<file path="src/rtl/pong_pkg.sv">
// Shared encodings and helpers for the Pong engine: game states, direction
// bits, the internal coordinate type and centring arithmetic.
package pong_pkg;

  localparam int COORD_W = 11;
  typedef logic [COORD_W-1:0] coord_t;

  typedef logic [1:0] game_state_t;
  localparam game_state_t ST_SERVE    = 2'd0;
  localparam game_state_t ST_PLAY     = 2'd1;
  localparam game_state_t ST_POINT    = 2'd2;
  localparam game_state_t ST_GAMEOVER = 2'd3;

  localparam logic DIR_RIGHT = 1'b0;
  localparam logic DIR_LEFT  = 1'b1;
  localparam logic DIR_DOWN  = 1'b0;
  localparam logic DIR_UP    = 1'b1;

  // Top-left coordinate that centres an object of 'size' within 'span'.
  function automatic coord_t centre(input int span, input int size);
    return coord_t'((span - size) / 2);
  endfunction

  // Paddle-face x positions: left paddle inner edge and right paddle inner edge.
  function automatic coord_t left_face(input int margin, input int width);
    return coord_t'(margin + width);
  endfunction

  function automatic coord_t right_face(input int h_res, input int margin, input int width);
    return coord_t'(h_res - margin - width);
  endfunction

endpackage

</file>
<file path="src/rtl/pong_paddle.sv">
// One paddle's vertical position: button-driven or auto-tracking, clamped to
// the playfield, updated only on frame ticks.
module pong_paddle
  import pong_pkg::*;
#(
  parameter int V_RES        = 480,
  parameter int PADDLE_H     = 48,
  parameter int PADDLE_SPEED = 4,
  parameter int AUTO         = 0
) (
  input  logic   clk,
  input  logic   rst,
  input  logic   frame_tick,
  input  logic   enable,
  input  logic   recentre,
  input  logic   up,
  input  logic   dn,
  input  coord_t target,
  output coord_t pos
);

  localparam coord_t POS_MAX  = coord_t'(V_RES - PADDLE_H);
  localparam coord_t POS_INIT = centre(V_RES, PADDLE_H);
  localparam coord_t STEP     = coord_t'(PADDLE_SPEED);

  coord_t pos_nxt;

  always_comb begin
    pos_nxt = pos;
    if (AUTO != 0) begin
      // Step toward the target without overshooting it.
      if (target > pos) begin
        pos_nxt = (target - pos > STEP) ? pos + STEP : target;
      end else if (target < pos) begin
        pos_nxt = (pos - target > STEP) ? pos - STEP : target;
      end
      if (pos_nxt > POS_MAX) pos_nxt = POS_MAX;
    end else if (up && !dn) begin
      pos_nxt = (pos < STEP) ? '0 : pos - STEP;
    end else if (dn && !up) begin
      pos_nxt = (pos + STEP > POS_MAX) ? POS_MAX : pos + STEP;
    end
  end

  always_ff @(posedge clk) begin
    if (rst) begin
      pos <= POS_INIT;
    end else if (frame_tick) begin
      if (recentre) pos <= POS_INIT;
      else if (enable) pos <= pos_nxt;
    end
  end

endmodule

</file>
<file path="src/rtl/pong_engine.sv">
// Two-paddle Pong engine: ball motion, serve/play/point/game-over sequencing,
// scores, and registered per-pixel ball/paddle masks.
module pong_engine
  import pong_pkg::*;
#(
  parameter int H_RES         = 640,
  parameter int V_RES         = 480,
  parameter int BALL_SIZE     = 8,
  parameter int BALL_SPEED    = 2,
  parameter int PADDLE_H      = 48,
  parameter int PADDLE_W      = 8,
  parameter int PADDLE_MARGIN = 16,
  parameter int PADDLE_SPEED  = 4,
  parameter int SERVE_FRAMES  = 60,
  parameter int SCORE_W       = 4,
  parameter int WIN_SCORE     = 9,
  parameter int TWO_PLAYER    = 1
) (
  input  logic               clk,
  input  logic               rst,
  input  logic               frame_tick,
  input  logic               btn_l_up,
  input  logic               btn_l_dn,
  input  logic               btn_r_up,
  input  logic               btn_r_dn,
  input  logic [9:0]         x,
  input  logic [9:0]         y,
  output logic               pixel_ball,
  output logic               pixel_paddle,
  output logic [SCORE_W-1:0] score_l,
  output logic [SCORE_W-1:0] score_r,
  output logic [1:0]         game_state
);

  localparam int CNT_W = (SERVE_FRAMES > 2) ? $clog2(SERVE_FRAMES) : 1;

  localparam coord_t BALL_X0   = centre(H_RES, BALL_SIZE);
  localparam coord_t BALL_Y0   = centre(V_RES, BALL_SIZE);
  localparam coord_t PE        = left_face(PADDLE_MARGIN, PADDLE_W);
  localparam coord_t PR        = right_face(H_RES, PADDLE_MARGIN, PADDLE_W);
  localparam coord_t PL_X      = coord_t'(PADDLE_MARGIN);
  localparam coord_t PAD_W     = coord_t'(PADDLE_W);
  localparam coord_t PAD_H     = coord_t'(PADDLE_H);
  localparam coord_t SIZE      = coord_t'(BALL_SIZE);
  localparam coord_t SPEED     = coord_t'(BALL_SPEED);
  localparam coord_t X_LIM     = coord_t'(H_RES);
  localparam coord_t Y_LIM     = coord_t'(V_RES);
  localparam coord_t HALF_BALL = coord_t'(BALL_SIZE / 2);
  localparam coord_t HALF_PAD  = coord_t'(PADDLE_H / 2);

  localparam logic [CNT_W-1:0]   SERVE_LAST = CNT_W'(SERVE_FRAMES - 1);
  localparam logic [CNT_W-1:0]   CNT_ONE    = CNT_W'(1);
  localparam logic [SCORE_W-1:0] SCORE_ONE  = SCORE_W'(1);
  localparam logic [SCORE_W-1:0] WIN        = SCORE_W'(WIN_SCORE);

  game_state_t        state, state_n;
  coord_t             ball_x, ball_x_n, ball_y, ball_y_n;
  logic               dir_x, dir_x_n, dir_y, dir_y_n;
  logic [CNT_W-1:0]   serve_cnt, serve_cnt_n;
  logic [SCORE_W-1:0] score_l_n, score_r_n;
  logic               left_scored, left_scored_n;

  coord_t pad_l, pad_r, track_target, ball_cy;
  logic   any_btn, paddles_on, paddles_reset;
  logic   overlap_l, overlap_r, hit_l, hit_r, miss_l, miss_r;

  assign game_state = state;
  assign any_btn    = btn_l_up | btn_l_dn | btn_r_up | btn_r_dn;
  assign paddles_on    = (state != ST_GAMEOVER);
  assign paddles_reset = (state == ST_GAMEOVER) && any_btn;

  // Auto-track aims the paddle centre at the ball centre; clamping is in the paddle.
  assign ball_cy      = ball_y + HALF_BALL;
  assign track_target = (ball_cy < HALF_PAD) ? '0 : ball_cy - HALF_PAD;

  pong_paddle #(
    .V_RES(V_RES), .PADDLE_H(PADDLE_H), .PADDLE_SPEED(PADDLE_SPEED), .AUTO(0)
  ) u_paddle_l (
    .clk(clk), .rst(rst), .frame_tick(frame_tick), .enable(paddles_on),
    .recentre(paddles_reset), .up(btn_l_up), .dn(btn_l_dn),
    .target('0), .pos(pad_l)
  );

  pong_paddle #(
    .V_RES(V_RES), .PADDLE_H(PADDLE_H), .PADDLE_SPEED(PADDLE_SPEED),
    .AUTO((TWO_PLAYER == 0) ? 1 : 0)
  ) u_paddle_r (
    .clk(clk), .rst(rst), .frame_tick(frame_tick), .enable(paddles_on),
    .recentre(paddles_reset), .up(btn_r_up), .dn(btn_r_dn),
    .target(track_target), .pos(pad_r)
  );

  assign overlap_l = (ball_y < pad_l + PAD_H) && (ball_y + SIZE > pad_l);
  assign overlap_r = (ball_y < pad_r + PAD_H) && (ball_y + SIZE > pad_r);

  // ball_x < PE + SPEED is the underflow-free form of ball_x - SPEED < PE.
  assign hit_l  = (dir_x == DIR_LEFT) && (ball_x >= PE) && (ball_x < PE + SPEED) && overlap_l;
  assign hit_r  = (dir_x == DIR_RIGHT) && (ball_x + SIZE <= PR) &&
                  (ball_x + SIZE + SPEED > PR) && overlap_r;
  assign miss_l = (dir_x == DIR_LEFT) && (ball_x < SPEED);
  assign miss_r = (dir_x == DIR_RIGHT) && (ball_x + SIZE + SPEED > X_LIM);

  always_comb begin
    state_n       = state;
    ball_x_n      = ball_x;
    ball_y_n      = ball_y;
    dir_x_n       = dir_x;
    dir_y_n       = dir_y;
    serve_cnt_n   = serve_cnt;
    score_l_n     = score_l;
    score_r_n     = score_r;
    left_scored_n = left_scored;
    case (state)
      ST_SERVE: begin
        if (serve_cnt == SERVE_LAST) begin
          serve_cnt_n = '0;
          state_n     = ST_PLAY;
        end else begin
          serve_cnt_n = serve_cnt + CNT_ONE;
        end
      end
      ST_PLAY: begin
        if (dir_y == DIR_UP) begin
          if (ball_y < SPEED) begin
            ball_y_n = '0;
            dir_y_n  = DIR_DOWN;
          end else begin
            ball_y_n = ball_y - SPEED;
          end
        end else if (ball_y + SIZE + SPEED > Y_LIM) begin
          ball_y_n = Y_LIM - SIZE;
          dir_y_n  = DIR_UP;
        end else begin
          ball_y_n = ball_y + SPEED;
        end
        // X priority: paddle hit, then miss, then plain movement.
        if (hit_l) begin
          ball_x_n = PE;
          dir_x_n  = DIR_RIGHT;
        end else if (hit_r) begin
          ball_x_n = PR - SIZE;
          dir_x_n  = DIR_LEFT;
        end else if (miss_l) begin
          state_n       = ST_POINT;
          left_scored_n = 1'b0;
        end else if (miss_r) begin
          state_n       = ST_POINT;
          left_scored_n = 1'b1;
        end else if (dir_x == DIR_LEFT) begin
          ball_x_n = ball_x - SPEED;
        end else begin
          ball_x_n = ball_x + SPEED;
        end
      end
      ST_POINT: begin
        if (left_scored) score_l_n = score_l + SCORE_ONE;
        else             score_r_n = score_r + SCORE_ONE;
        if ((left_scored ? score_l_n : score_r_n) == WIN) begin
          state_n = ST_GAMEOVER;
        end else begin
          ball_x_n = BALL_X0;
          ball_y_n = BALL_Y0;
          dir_x_n  = left_scored ? DIR_RIGHT : DIR_LEFT;
          dir_y_n  = ~dir_y;
          state_n  = ST_SERVE;
        end
      end
      default: begin
        if (any_btn) begin
          score_l_n = '0;
          score_r_n = '0;
          ball_x_n  = BALL_X0;
          ball_y_n  = BALL_Y0;
          dir_x_n   = DIR_RIGHT;
          state_n   = ST_SERVE;
        end
      end
    endcase
  end

  always_ff @(posedge clk) begin
    if (rst) begin
      state       <= ST_SERVE;
      ball_x      <= BALL_X0;
      ball_y      <= BALL_Y0;
      dir_x       <= DIR_RIGHT;
      dir_y       <= DIR_DOWN;
      serve_cnt   <= '0;
      score_l     <= '0;
      score_r     <= '0;
      left_scored <= 1'b0;
    end else if (frame_tick) begin
      state       <= state_n;
      ball_x      <= ball_x_n;
      ball_y      <= ball_y_n;
      dir_x       <= dir_x_n;
      dir_y       <= dir_y_n;
      serve_cnt   <= serve_cnt_n;
      score_l     <= score_l_n;
      score_r     <= score_r_n;
      left_scored <= left_scored_n;
    end
  end

  coord_t px, py;
  logic   in_ball, in_pad_l, in_pad_r;

  assign px       = {1'b0, x};
  assign py       = {1'b0, y};
  assign in_ball  = (px >= ball_x) && (px < ball_x + SIZE) &&
                    (py >= ball_y) && (py < ball_y + SIZE);
  assign in_pad_l = (px >= PL_X) && (px < PE) && (py >= pad_l) && (py < pad_l + PAD_H);
  assign in_pad_r = (px >= PR) && (px < PR + PAD_W) && (py >= pad_r) && (py < pad_r + PAD_H);

  always_ff @(posedge clk) begin
    if (rst) begin
      pixel_ball   <= 1'b0;
      pixel_paddle <= 1'b0;
    end else begin
      pixel_ball   <= in_ball && (state != ST_GAMEOVER);
      pixel_paddle <= in_pad_l || in_pad_r;
    end
  end

endmodule
</file>
<file path="config.mk">
export PLATFORM = sky130hd
export DESIGN_NAME = pong_engine
export DESIGN_NICKNAME = d
export VERILOG_FILES = /design/src/rtl/pong_pkg.sv /design/src/rtl/pong_paddle.sv /design/src/rtl/pong_engine.sv
export SDC_FILE = /design/constraint.sdc
export NUM_CORES = 1
export LEC_CHECK = 0
export CORE_MARGIN = 2
export CORE_UTILIZATION = 63
export CTS_CLUSTER_SIZE = 25
export DETAILED_ROUTE_END_ITERATION = 7
export GPL_TIMING_DRIVEN = 0
export HOLD_SLACK_MARGIN = 0.06
export PLACE_DENSITY = 0.95
export SYNTH_ARGS = -nofsm -noshare
export SYNTH_HDL_FRONTEND = slang
export SYNTH_SLANG_ARGS = --single-unit
</file>
<file path="constraint.sdc">
create_clock -name clk -period 4.19 [get_ports clk]
set_input_delay 0.838 -clock clk [delete_from_list [all_inputs] [get_ports clk]]
set_output_delay 0.838 -clock clk [all_outputs]
set_load 0.02 [all_outputs]
</file>
* Word-level counts from Yosys, hierarchy flattened
Index checks and enable logic that the tools add are counted.
Cells by class: mux-type cells 56, magnitude comparators 28, reductions and logical operators 50, multiply operators 0, divide/modulo/power cells 0, equal/unequal tests 14, add/sub/neg operators 17, shifts and indexed selects 0, bitwise logic cells 9
Operators by type and width (count):
- 2-to-1 mux 11 bit | 24
- one-hot mux 11 bit (3 select lines) | 2
- adder 11 x 2 -> 11 bit (second input constant) | 4
- greater-or-equal comparator 10 x 11 -> 1 bit | 4
- < comparator 10 x 11 -> 1 bit | 4
- greater-than comparator 11 x 9 -> 1 bit (second input constant) | 3
- logical AND 1 bit | 25
- 2-to-1 mux 4 bit | 6
- adder 11 x 3 -> 11 bit (second input constant) | 2
- adder 11 x 4 -> 11 bit (second input constant) | 2
- adder 11 x 6 -> 11 bit (second input constant) | 2
- greater-than comparator 11 x 10 -> 1 bit (second input constant) | 2
- greater-than comparator 11 bit | 2
- < comparator 11 bit | 2
- < comparator 11 x 2 -> 1 bit (second input constant) | 2
- < comparator 11 x 3 -> 1 bit (second input constant) | 2
- subtractor 11 x 2 -> 11 bit (second input constant) | 2
- subtractor 11 x 3 -> 11 bit (second input constant) | 2
- one-hot mux 4 bit (2 select lines) | 2
- 2-to-1 mux 2 bit | 7
- AND reduction 3 bit | 4
- AND reduction 6 bit | 2
- greater-or-equal comparator 11 x 5 -> 1 bit (second input constant) | 1
- <= comparator 11 x 10 -> 1 bit (second input constant) | 1
- other kinds (31) | 65
Word-level totals: memories 0, bits in read-only memories 0, output and inout bits 12, bits in latches 0, bits of input ports 27, RAM bits 0, register bits 65, logic and storage cells 187

* Depth between registers and ports, before layout
Gate-level depths: netlist of run 1.
depth after elaboration 9, mapped depth 16, mapped depth without buffers 14

* By module
A second synthesis of run 1 with hierarchy kept.
Unflattened totals: cells, all modules 1112, area total of the unflattened synthesis 8373.0 um^2
By module, submodules not included:
- pong_engine | seq. area each 820.8 um^2, cells each 864, area an instance 6541.3 um^2, instances 1
- pong_paddle | seq. area each 180.2 um^2, cells each 124, area an instance 915.9 um^2, instances 2

* Worst setup path after synthesis of run 1
OpenSTA, ideal clock, no wires.
path kind register -> register, start point reg ball_y[6], end point reg ball_x[3], stages on the path, launching flop included 15, library setup time 0.120 ns, period minus slack after synthesis 3.587 ns, buffers on the path 1, data arrival time 3.467 ns, setup slack 0.603 ns, data required time 4.070 ns, path through dfxtp_1 -> clkbuf_1 -> nand3_1 -> nor3_1 -> xor2_1 -> ha_1 -> nand4_1 -> nor3_1 -> or4_1 -> a221oi_1 -> o21ai_2 -> and2_0 -> o21ai_0 -> a31oi_1 -> a211o_1
On the way: longest elaborated chain between the ends 7
Ends and longest elaborated chain:
- from (decl) | RTL line pong_engine.sv:57 | coord_t ball_x, ball_x_n, ball_y, ball_y_n;
- from (signal assigned) | RTL line pong_engine.sv:195 | ball_y <= ball_y_n;
- adder 11 x 4 -> 11 bit | RTL line pong_engine.sv:93, pong_engine.sv:94
- greater-than comparator 11 bit | RTL line pong_engine.sv:94 | assign overlap_r = (ball_y < pad_r + PAD_H) && (ball_y + SIZE > pad_r);
- logical AND 1 bit | RTL line pong_engine.sv:94
- logical AND 1 bit | RTL line pong_engine.sv:99 | (ball_x + SIZE + SPEED > PR) && overlap_r;
- 2-to-1 mux 11 bit | RTL line pong_engine.sv:140 | end else if (hit_r) begin
- 2-to-1 mux 11 bit | RTL line pong_engine.sv:137 | if (hit_l) begin
- one-hot mux 11 bit (3 select lines) | RTL line pong_engine.sv:113 | case (state)
- to (signal assigned) | RTL line pong_engine.sv:194 | ball_x <= ball_x_n;
- to (decl) | RTL line pong_engine.sv:57
Parallel ways exist; a longest one is shown, timed or not. A chain may end at the register's enable or synchronous reset.

* Worst setup path after layout of run 1
start point reg ball_y[6], end point reg ball_x[6]
The elaborated chain is that of the path after synthesis.

==> impl_metrics.tcl, run 1 <==
set metrics [dict create \
    clk_latency_ns 0.36 \
    port_buffers 35 \
    async_flop_share_pct 0 \
    htreeDepth 3 \
    path_buf_inv 3 \
    io_pins 39 \
    synth_top_family_by_area "compound AO/OA/AOI/OAI gates" \
    wl_per_cell_um 19.7 \
    synth_edf_count 0 \
    ir_drop_v 0.000324 \
    tightest_slew_ns 0.862 \
    synthesis.nets 1160 \
    grt_pass1_vias 7994 \
    cts_tree "done" \
    fin_crit_ns 4.14 \
    track_usage_pct 36.3 \
    status "completed" \
    synth_area_leaders "ha_1 20%, dfxtp_1 16%, a21oi_1 4.8%, o21ai_0 4.6%, xnor2_1 4.6%" \
    clkTransAtPathRegs_ns 0.06 \
    cpPeakStageDelay_ns 0.41 \
    placed_area_sq_um 8150 \
    worstSetupStartpointType "register" \
    antenna_found_initial 0 \
    synth_cells 1009 \
    synthXorXnorAreaFrac_pct 5.85 \
    drtAntennaViolNets 0 \
    root_buffer "clkbuf_16" \
    rows 40 \
    power.leakage_nw 3.34 \
    place.gp.congestion 0.975 \
    firstDrtPassIters 7 \
    vias 8499 \
    die_h_um 114 \
    synth_top_area_share_pct 20.4 \
    stdcell_area_sq_um 8520 \
    setup_viol 0 \
    clock_sinks 59 \
    ys_seq_area_share_pct 15.5 \
    finClkSkew_ns 0.00713 \
    start_util_pct 63.9 \
    design.die.area_sq_um 13000 \
    cpMaxStageDelayCell "dfxtp_1" \
    dp_hpwl_mm 17.5 \
    grt_pass1_wl_mm 38.3 \
    crit_type "register to register" \
    fmax_mhz 241 \
    arrival_ns 4.41 \
    crit_family "simple AND/OR/NAND/NOR gates" \
    finalWirelength_mm 23.9 \
    cp-end-kind "register" \
    die_x_um 114 \
    grt_overflow 0 \
    cts_buffers 9 \
    min_period_over_period_pct 98.9 \
    cp_cell_sequence "clkbuf_4 > and3_1 > nand3_2 > xnor2_4 > inv_1 > ha_1 > nand4_1 > a211oi_2 > a2111oi_0 > nor4_1 > o221ai_1 > or3_1 > buf_6 > o211ai_4 > o211ai_1 > a221oi_2" \
    synth_mux_area_share_pct 0.411 \
    antenna_cells 0 \
    layout.nets 1209 \
    synth.distinct_cells 88 \
    avgViaCountPerCell 7.02 \
    drc 0 \
    synth_ff_type "dfxtp_1" \
    synth_fa_ha_area_share_pct 20.4 \
    drive_gt1_share_pct 6.87 \
    max-cap-violations 0 \
    yosys.area_share.simple_pct 24.0 \
    synth_top_area_cell "ha_1" \
    maxSlewViolCount 0 \
    cts-hold-fix-buffers 0 \
    final-hold-violation-count 0 \
    syn_area_per_cell_sq_um 7.55 \
    ys_ff_latch 59 \
    synth_compound_area_share_pct 27.8 \
    critPathMaxFanout 9 \
    syn_to_final_growth_pct 11.9 \
    yosysWarnings 0 \
    power_density_nw_per_um2 192 \
    tns_ns 0 \
    syn_area_sq_um 7620 \
    grt_max_degree 12 \
    clock_path_buffers 2 \
    drt_iter0_drc 1171 \
    cp.required_ns 4.45 \
    slew_headroom_pct 42.5 \
    hp-class "register to register" \
    fp.coreArea_sq_um 11900 \
]
final timing paths:
kind                             startpoint                   endpoint  slack [ns]  cells after the start
setup reg to reg     ball_y[6]$_SDFFE_PP1P_     ball_x[6]$_SDFFE_PP0P_        0.05                     16
hold / removal    serve_cnt[1]$_SDFFE_PP0P_  serve_cnt[1]$_SDFFE_PP0P_        0.48                      2
setup / recovery     ball_y[6]$_SDFFE_PP1P_     ball_x[6]$_SDFFE_PP0P_        0.05                     16
hold reg to reg   serve_cnt[1]$_SDFFE_PP0P_  serve_cnt[1]$_SDFFE_PP0P_        0.48                      2
stage by stage:
step | utilization [%] | total power, mW | hold slack [ns] | instances | worst slack (ns)
after floorplan | - | 0.787 | 0.454 | 1009 | 0.603
after global placement | 68.4 | 0.873 | 0.465 | 1191 | -0.0870
after detailed placement | 68.4 | 0.888 | 0.474 | 1191 | -0.248
after CTS | 71.1 | 1.62 | 0.481 | 1207 | 0.0191
after global routing | 71.6 | 1.69 | 0.518 | 1210 | -0.00201
final | 71.6 | 1.64 | 0.482 | 1210 | 0.0457
kinds of logic after synthesis:
kind of cell | after synthesis
muxes | 3
buffers and inverters | 111
DFF | 59
adders and majority gates | 124
and+or+nand+nor | 352
AOI/OAI and AO/OA | 310
xor gates and xnor gates | 50
placed cells by master (no fill, tap or decap), types with 8 or more instances in the layout:
cell type,Yosys,routed
ha_1,124,124
nor2_1,86,86
a21oi_1,73,73
nand2_1,70,70
o21ai_0,70,70
dfxtp_1,59,58
inv_1,51,51
xnor2_1,40,39
nor3_1,40,38
clkdlybuf4s50_1,0,35
clkbuf_1,40,34
nand3_1,30,29
o21a_1,23,23
nand4_1,20,20
nand2b_1,17,17
or3_1,14,14
o211ai_1,13,13
a31oi_1,12,12
nor4_1,12,12
a21o_1,10,10
a211oi_1,11,10
and2_1,9,10
or4_1,9,9
clkbuf_16,0,9
xor2_1,9,8
buf_2,8,8
nor2b_1,8,8
o31ai_1,8,8
registers in the layout, summed over array words and instances, names as in the netlist:
register and cells:
pixel_ball 1, ball_y 10, u_paddle_l.pos 9, dir_y 1
dir_x 1, score_r 4, u_paddle_r.pos 9, game_state 2
serve_cnt 6, score_l 4, left_scored 1, ball_x 10
pixel_paddle 1
power by group:
part           total (mW)  switching [mW]  internal (mW)  leakage [nW]
clock               0.742           0.309          0.433         0.134
sequential          0.579         0.00893          0.570         0.477
combinational       0.316           0.186          0.129          2.73
tightest hold or removal path: stages, from the launching register on:
cell	delay (ns)
dfxtp_1	0.32
nand2_1	0.06
a21oi_1	0.05
layer usage:
layer,up-vias,global-route usage [%],routed length (um)
met4,0,22.7,1740
met1,3842,43.5,9100
li1,3859,-,-
met2,618,58.4,10600
met5,-,0,0
met3,180,8.77,2450
cell usage after synthesis, types with 5 or more instances:
master	count
nand3_1	30
o21ai_0	70
o211ai_1	13
o31ai_1	8
nor2_1	86
nor3_1	40
buf_2	8
nor4_1	12
and2_1	9
ha_1	124
a21oi_1	73
xnor2_1	40
a311oi_1	7
nand4b_1	5
a221oi_1	6
dfxtp_1	59
nand2_1	70
a211oi_1	11
a31oi_1	12
o221ai_1	5
o2111ai_1	5
xor2_1	9
nand2b_1	17
or4_1	9
o21a_1	23
nand4_1	20
clkbuf_1	40
inv_1	51
a21o_1	10
a32oi_1	5
or3_1	14
a211o_1	5
nor2b_1	8
repair_timing:
item / CTS / global route
resized for setup: 8 / 14
endpoints found under the setup margin: 14 / 14
pin swaps: 0 / 1
setup buffers: 0 / 3
cell type report:
cell class | instances | area [sq um]
plain buffers | 56 | 265
clock buffers | 11 | 253
clock inverters | 5 | 36.3
fillers | 884 | 3390
inverters | 55 | 206
multi-input cells | 839 | 6020
flip-flops and latches | 59 | 1180
well taps | 147 | 184
repair buffers | 38 | 373
No activity file was read; power rests on OpenSTA's default activity.
==> run 2: changes to the inputs <==
- CTS_CLUSTER_SIZE: 25 -> 24
==> results of run 2 <==
No change in the layout: final DEF, timing and power equal those of run 1.
